===== src/rtl/main_mem_responder.sv =====
// main_mem_responder: backing byte array below the cache; serves 4-byte block reads and write-backs
// Ports:
//   i_clock      clock, all state on posedge
//   i_reset_n    asynchronous active-low reset (array contents are kept)
//   i_addr_mem   block address from the cache, low 2 bits ignored
//   i_rd_mem     block read request, held until ready is seen
//   i_wr_mem     write strobe, k+1 means byte k is on i_wmem_byte, 0 means none
//   i_wmem_byte  write data byte
//   o_data_mem   registered read data byte
//   o_data_oe    high while o_data_mem carries a read byte
//   o_ready_mem  memory ready / read data about to stream
//   o_proto_err  one-cycle pulse, registered, after a bad write strobe
module main_mem_responder #(
    parameter int AWIDTH     = 9,
    parameter int DWIDTH     = 8,
    parameter int BLOCKSIZE  = 4,
    parameter int RD_LATENCY = 2
) (
    input  logic              i_clock,
    input  logic              i_reset_n,
    input  logic [AWIDTH-1:0] i_addr_mem,
    input  logic              i_rd_mem,
    input  logic [3:0]        i_wr_mem,
    input  logic [DWIDTH-1:0] i_wmem_byte,
    output logic [DWIDTH-1:0] o_data_mem,
    output logic              o_data_oe,
    output logic              o_ready_mem,
    output logic              o_proto_err
);
    localparam int BW = $clog2(BLOCKSIZE);
    localparam int LW = $clog2(RD_LATENCY + 1);
    localparam int MEMDEPTH = 2 ** AWIDTH;

    typedef enum logic [2:0] {IDLE, RD_WAIT, RD_READY, RD_BURST, WR_COLLECT, WR_COMMIT} state_t;

    state_t                 r_state, w_next;
    logic [AWIDTH-BW-1:0]   r_blk;
    logic [BW-1:0]          r_bcnt;
    logic [LW-1:0]          r_lat;
    logic [DWIDTH-1:0]      r_data;
    logic                   r_oe;
    logic                   r_proto_err;
    logic [DWIDTH-1:0]      r_mem [MEMDEPTH];
    logic [DWIDTH-1:0]      r_shadow [BLOCKSIZE];
    logic                   w_err;
    logic                   w_ready;
    logic                   w_wr_ok;
    logic                   w_shadow_we;
    logic [BW-1:0]          w_sidx;
    logic                   w_unused;

    assign w_unused    = ^i_addr_mem[BW-1:0];
    assign w_wr_ok     = (i_wr_mem == 4'(r_bcnt) + 4'd1);
    assign w_shadow_we = (r_state == IDLE && i_wr_mem == 4'd1) || (r_state == WR_COLLECT && w_wr_ok);
    // after an aborted write r_bcnt may be stale on the first idle cycle, so byte 0 is forced
    assign w_sidx      = (r_state == IDLE) ? '0 : r_bcnt;

    assign o_data_mem  = r_data;
    assign o_data_oe   = r_oe;
    assign o_ready_mem = w_ready;
    assign o_proto_err = r_proto_err;

    always_comb begin
        w_next  = r_state;
        w_err   = 1'b0;
        w_ready = 1'b0;
        case (r_state)
            IDLE: begin
                w_ready = ~i_rd_mem & (i_wr_mem == 4'd0);
                if (i_wr_mem == 4'd1) w_next = WR_COLLECT;
                else if (i_wr_mem != 4'd0) w_err = 1'b1;
                else if (i_rd_mem) w_next = RD_WAIT;
            end
            RD_WAIT:  w_next = (r_lat == LW'(RD_LATENCY - 1)) ? RD_READY : RD_WAIT;
            RD_READY: begin
                w_ready = 1'b1;
                w_next  = RD_BURST;
            end
            RD_BURST: w_next = (r_bcnt == '0) ? IDLE : RD_BURST;
            WR_COLLECT: begin
                if (w_wr_ok) w_next = (r_bcnt == '1) ? WR_COMMIT : WR_COLLECT;
                else if (i_wr_mem != 4'd0) begin
                    w_err  = 1'b1;
                    w_next = IDLE;
                end
            end
            WR_COMMIT: begin
                w_ready = 1'b1;
                w_next  = IDLE;
            end
            default: w_next = IDLE;
        endcase
    end

    always_ff @(posedge i_clock or negedge i_reset_n) begin
        if (!i_reset_n) begin
            r_state     <= IDLE;
            r_blk       <= '0;
            r_bcnt      <= '0;
            r_lat       <= '0;
            r_data      <= '0;
            r_oe        <= 1'b0;
            r_proto_err <= 1'b0;
        end else begin
            r_state     <= w_next;
            r_proto_err <= w_err;
            case (r_state)
                IDLE: begin
                    r_blk  <= i_addr_mem[AWIDTH-1:BW];
                    r_lat  <= '0;
                    r_bcnt <= (i_wr_mem == 4'd1) ? BW'(1) : '0;
                end
                RD_WAIT: r_lat <= r_lat + 1'b1;
                // RD_READY loads byte 0; the burst loads 1..3, then the wrapped count ends it
                RD_READY, RD_BURST: begin
                    if (r_state == RD_BURST && r_bcnt == '0) r_oe <= 1'b0;
                    else begin
                        r_data <= r_mem[{r_blk, r_bcnt}];
                        r_oe   <= 1'b1;
                        r_bcnt <= r_bcnt + 1'b1;
                    end
                end
                WR_COLLECT: if (w_wr_ok) r_bcnt <= r_bcnt + 1'b1;
                default: ;
            endcase
        end
    end

    always_ff @(posedge i_clock) begin
        if (w_shadow_we) r_shadow[w_sidx] <= i_wmem_byte;
        if (r_state == WR_COMMIT)
            for (int k = 0; k < BLOCKSIZE; k++) r_mem[{r_blk, BW'(k)}] <= r_shadow[k];
    end
endmodule

===== config.mk =====
export PLATFORM = sky130hd
export DESIGN_NAME = main_mem_responder
export DESIGN_NICKNAME = d
export VERILOG_FILES = /design/src/rtl/main_mem_responder.sv
export SDC_FILE = /design/constraint.sdc
export NUM_CORES = 2
export LEC_CHECK = 0
export BUFFER_PORTS_ARGS = -buffer_cell sky130_fd_sc_hd__buf_2
export CORE_AREA = 5 5 570 572
export DETAILED_ROUTE_END_ITERATION = 10
export DIE_AREA = 0 0 575 577
export SYNTH_ARGS = -nofsm -noshare
export SYNTH_HDL_FRONTEND = slang
export SYNTH_MEMORY_MAX_BITS = 65536
export SYNTH_SLANG_ARGS = --single-unit
export TNS_END_PERCENT = 1

===== constraint.sdc =====
create_clock -name i_clock -period 14.3 [get_ports i_clock]
set_clock_uncertainty 0.15 [all_clocks]
set_input_delay 1.43 -clock i_clock [delete_from_list [all_inputs] [get_ports i_clock]]
set_output_delay 1.43 -clock i_clock [all_outputs]
set_load 0.05 [all_outputs]

==> flow_summary_export.csv <==
group,metric,value,unit
setup_path,critPathMostFrequentCell,"buf_4",
logic_synthesis,synthTopCellsByCount,"4128 x edfxtp_1, 1917 x mux2i_1, 837 x o22ai_1, 359 x nor2_1, 253 x buf_2",
place,dp_cells,12530,
outcome,outcome,"finished, final reports clean",
timing,slew_headroom,8.01,%
logic_synthesis,synth_cells,8566,
global_routing,grt_max_degree,123,
timing,fin_crit_sh,42.9,%
place,placed_area,0.165,mm2
floorplanning,start_util,49.6,%
detailed_routing,wl_per_cell,32.7,um
clocking,insertion_delay,940,ps
hold_path,hold_class,"reg -> reg",
timing,setup-violations-final,0,
logic_synthesis,synth_top_area_cell,"edfxtp_1",
setup_path,cpPeakStageDelay,1100,ps
logic_synthesis,yosysTopAreaCellShare,78.1,%
logic_synthesis,ys_types,57,
detailed_routing,antenna_left,0,
clocking,cts_setup_buffers,0,
timing,timing.final.max_slew_violations,0,
clocking,cts_tree,"done",
detailed_routing,routed_wl,436000,um
logic_synthesis,synth-edff-count,4128,
clocking,cts.reportedPaths.clkPinSlew,60,ps
floorplanning,dieArea,0.332,mm2
final_layout,multi_input_area,0.0327,mm2
detailed_routing,vias,83756,
setup_path,worstRegToRegCells,9,
final_layout,nets,8777,
clocking,clock_sinks,4152,
detailed_routing,drt_pass1_iterations,8,
timing,tightest_slew,1380,ps
setup_path,arrival,6760,ps
clocking,numCtsBuffers,418,
logic_synthesis,ys_seq_elements,4152,
logic_synthesis,yosys-top-cells-area,"edfxtp_1 78%, mux2i_1 12%, o22ai_1 3.3%, mux4_2 1.0%, nor2_1 0.85%",
clocking,htreeDepth,5,
floorplanning,rows,208,
global_routing,gr-usage-all-layers,25.7,%
logic_synthesis,netlist_area,0.159,mm2
place,portBuffers,32,
clocking,root_buffer,"clkbuf_16",
logic_synthesis,yosysMostFrequentCell,"edfxtp_1",
detailed_routing,drt_drc_violations_left,0,
global_routing,antenna_found_initial,22,
final_layout,seq_area,0.125,mm2
logic_synthesis,ys_seq_area_share,78.5,%
clocking,clockBufferDepth,4,
final_layout,final_cells,13306,
pwr,power_density,172,mW/mm2
logic_synthesis,avgSynthCellArea,18.5,um2
final_layout,drive_above_1_share,12.1,%
detailed_routing,viasPerCell,6.29,
clocking,cts_hold_buf,0,
final_layout,n_fill_cell,24159,
global_routing,grt_pass1_vias,82846,
logic_synthesis,yosysWarningCount,0,
final_layout,synthToLayoutAreaGrowth,12.5,%
hold_path,hold_depth,2,
timing,setup_tns,0,ps
run,drv_cap,0,
setup_path,path_max_fanout,50,
setup_path,critPathBufInv,3,
floorplanning,pin_count,35,
floorplanning,die-height,577,um
setup_path,worst_setup_path_end_kind,"flop",
setup_path,cp_num_cells,9,
floorplanning,die_w,575,um
global_routing,grt_pass1_wl,613000,um
timing,min_period,6140,ps
logic_synthesis,synthFlopType,"edfxtp_1",
timing,clock.fmax,163,MHz
place,gp_congestion,0.805,
timing,hold_viol,0,
pwr,vdd_drop_max,0.183,mV
pwr,power.leakage,55.0,nW
setup_path,slowest_stage,"a311oi_1",
logic_synthesis,syn_nets,8593,
setup_path,crit_path_start_kind,"flop",
timing,rsz0062_at_grt,"false",
place,post-dp-hpwl,230000,um
setup_path,critPathTopFamily,"buffers and inverters",
floorplanning,core_area,0.320,mm2
detailed_routing,drt_iter0_markers,9660,
global_routing,overflow,0,
setup_path,crit_type,"reg -> reg",
setup_path,crit_chain,"buf_4, nand4bb_4, buf_4, buf_4, o22ai_1, nor4_1, o2111ai_1, a311oi_1, o221ai_1",
setup_path,required,14920,ps
final_layout,post-route-cell-area,0.178,mm2
logic_synthesis,ys_async_sr_fraction,0.578,%
clocking,post_cts_resized,0,
## cell families after synthesis
logic type / after synthesis / synth area share, %
adders and majority gates: 3 / 0.0237
muxes: 2002 / 13.2
and+or+nand+nor: 873 / 2.65
buffers and inverters: 499 / 1.54
DFF: 4152 / 78.5
AOI/OAI and AO/OA: 1034 / 4.04
xor gates and xnor gates: 3 / 0.0166
## final cells by class
type | count | share of cell area (%)
Tap cell | 4200 | 2.95
Sequential cell | 4152 | 69.8
Clock inverter | 272 | 1.59
Clock buffer | 497 | 6.10
Timing Repair Buffer | 256 | 1.16
Multi-Input combinational cell | 3915 | 18.4
Inverter | 7 | 0.0147
Antenna cell | 7 | 0.00982
## sequential cells by signal, indices dropped and copies added (netlist names)
signal	cells
o_data_mem	8
o_data_oe	1
o_proto_err	1
r_bcnt	2
r_blk	7
r_lat	2
r_mem	4096
r_shadow	32
r_state	3
## metal layers
metal	track usage (%)	vias to the layer above	share of wire (%)
li1	-	35156	-
met1	35.8	44500	41
met2	42.2	3486	48
met3	4.11	610	7.9
met4	7.26	4	3.0
met5	0	-	0.067
## worst min-delay path, cell delays in order, from the launching register on
cell     delay [ps]
dfrtp_1         350
nand2_1          60
nand2_1          60
## path summary, 6_finish.rpt
check / slack (ps) / start / endpoint
worst max-delay path: 8160 / r_bcnt[1] / o_data_mem[1]
worst min-delay path: 350 / o_data_oe / o_data_oe
worst max register to register: 8160 / r_bcnt[1] / o_data_mem[1]
worst min register to register: 350 / o_data_oe / o_data_oe
max in group asynchronous: 12920 / i_reset_n / r_bcnt[0]
min in group asynchronous: 440 / i_reset_n / o_proto_err
## metrics by stage
step | setup slack [ps] | hold WS, ps | util, % | power [W]
after floorplan | 9730 | 322 | - | 0.0174
after global placement | 8330 | 322 | 51.5 | 0.0198
after detailed placement | 8300 | 339 | 51.5 | 0.0199
after CTS | 8290 | 353 | 55.8 | 0.0307
after global routing | 8190 | 405 | 55.8 | 0.0315
final | 8160 | 348 | 55.8 | 0.0306
## where the power goes
group / total (W) / internal (W) / switching (W)
logic: 0.00632 / 0.00208 / 0.00425
registers: 0.0134 / 0.0132 / 0.000112
clock network: 0.0109 / 0.00634 / 0.00460
## placed cells by master, fill, tap and decap left out, types with 8 or more instances in the layout
cell	instances
nand3_1	117
buf_2	32
nor2_1	231
a21oi_1	11
clkbuf_1	72
a22oi_1	12
mux2i_1	1917
nand4_1	32
a211oi_1	8
dfrtp_1	18
nor3_1	118
nand2b_1	8
o21ai_1	11
buf_4	206
nor4_1	132
buf_12	18
bufinv_16	50
mux4_2	73
o22ai_1	837
clkinv_2	87
mux2_2	12
clkbuf_16	423
nor2_4	121
o21ai_0	113
edfxtp_1	4128
o2111ai_1	9
clkinv_1	97
clkinv_8	10
clkinvlp_4	11
nand2_1	49
Power figures use the tool's default switching activity.
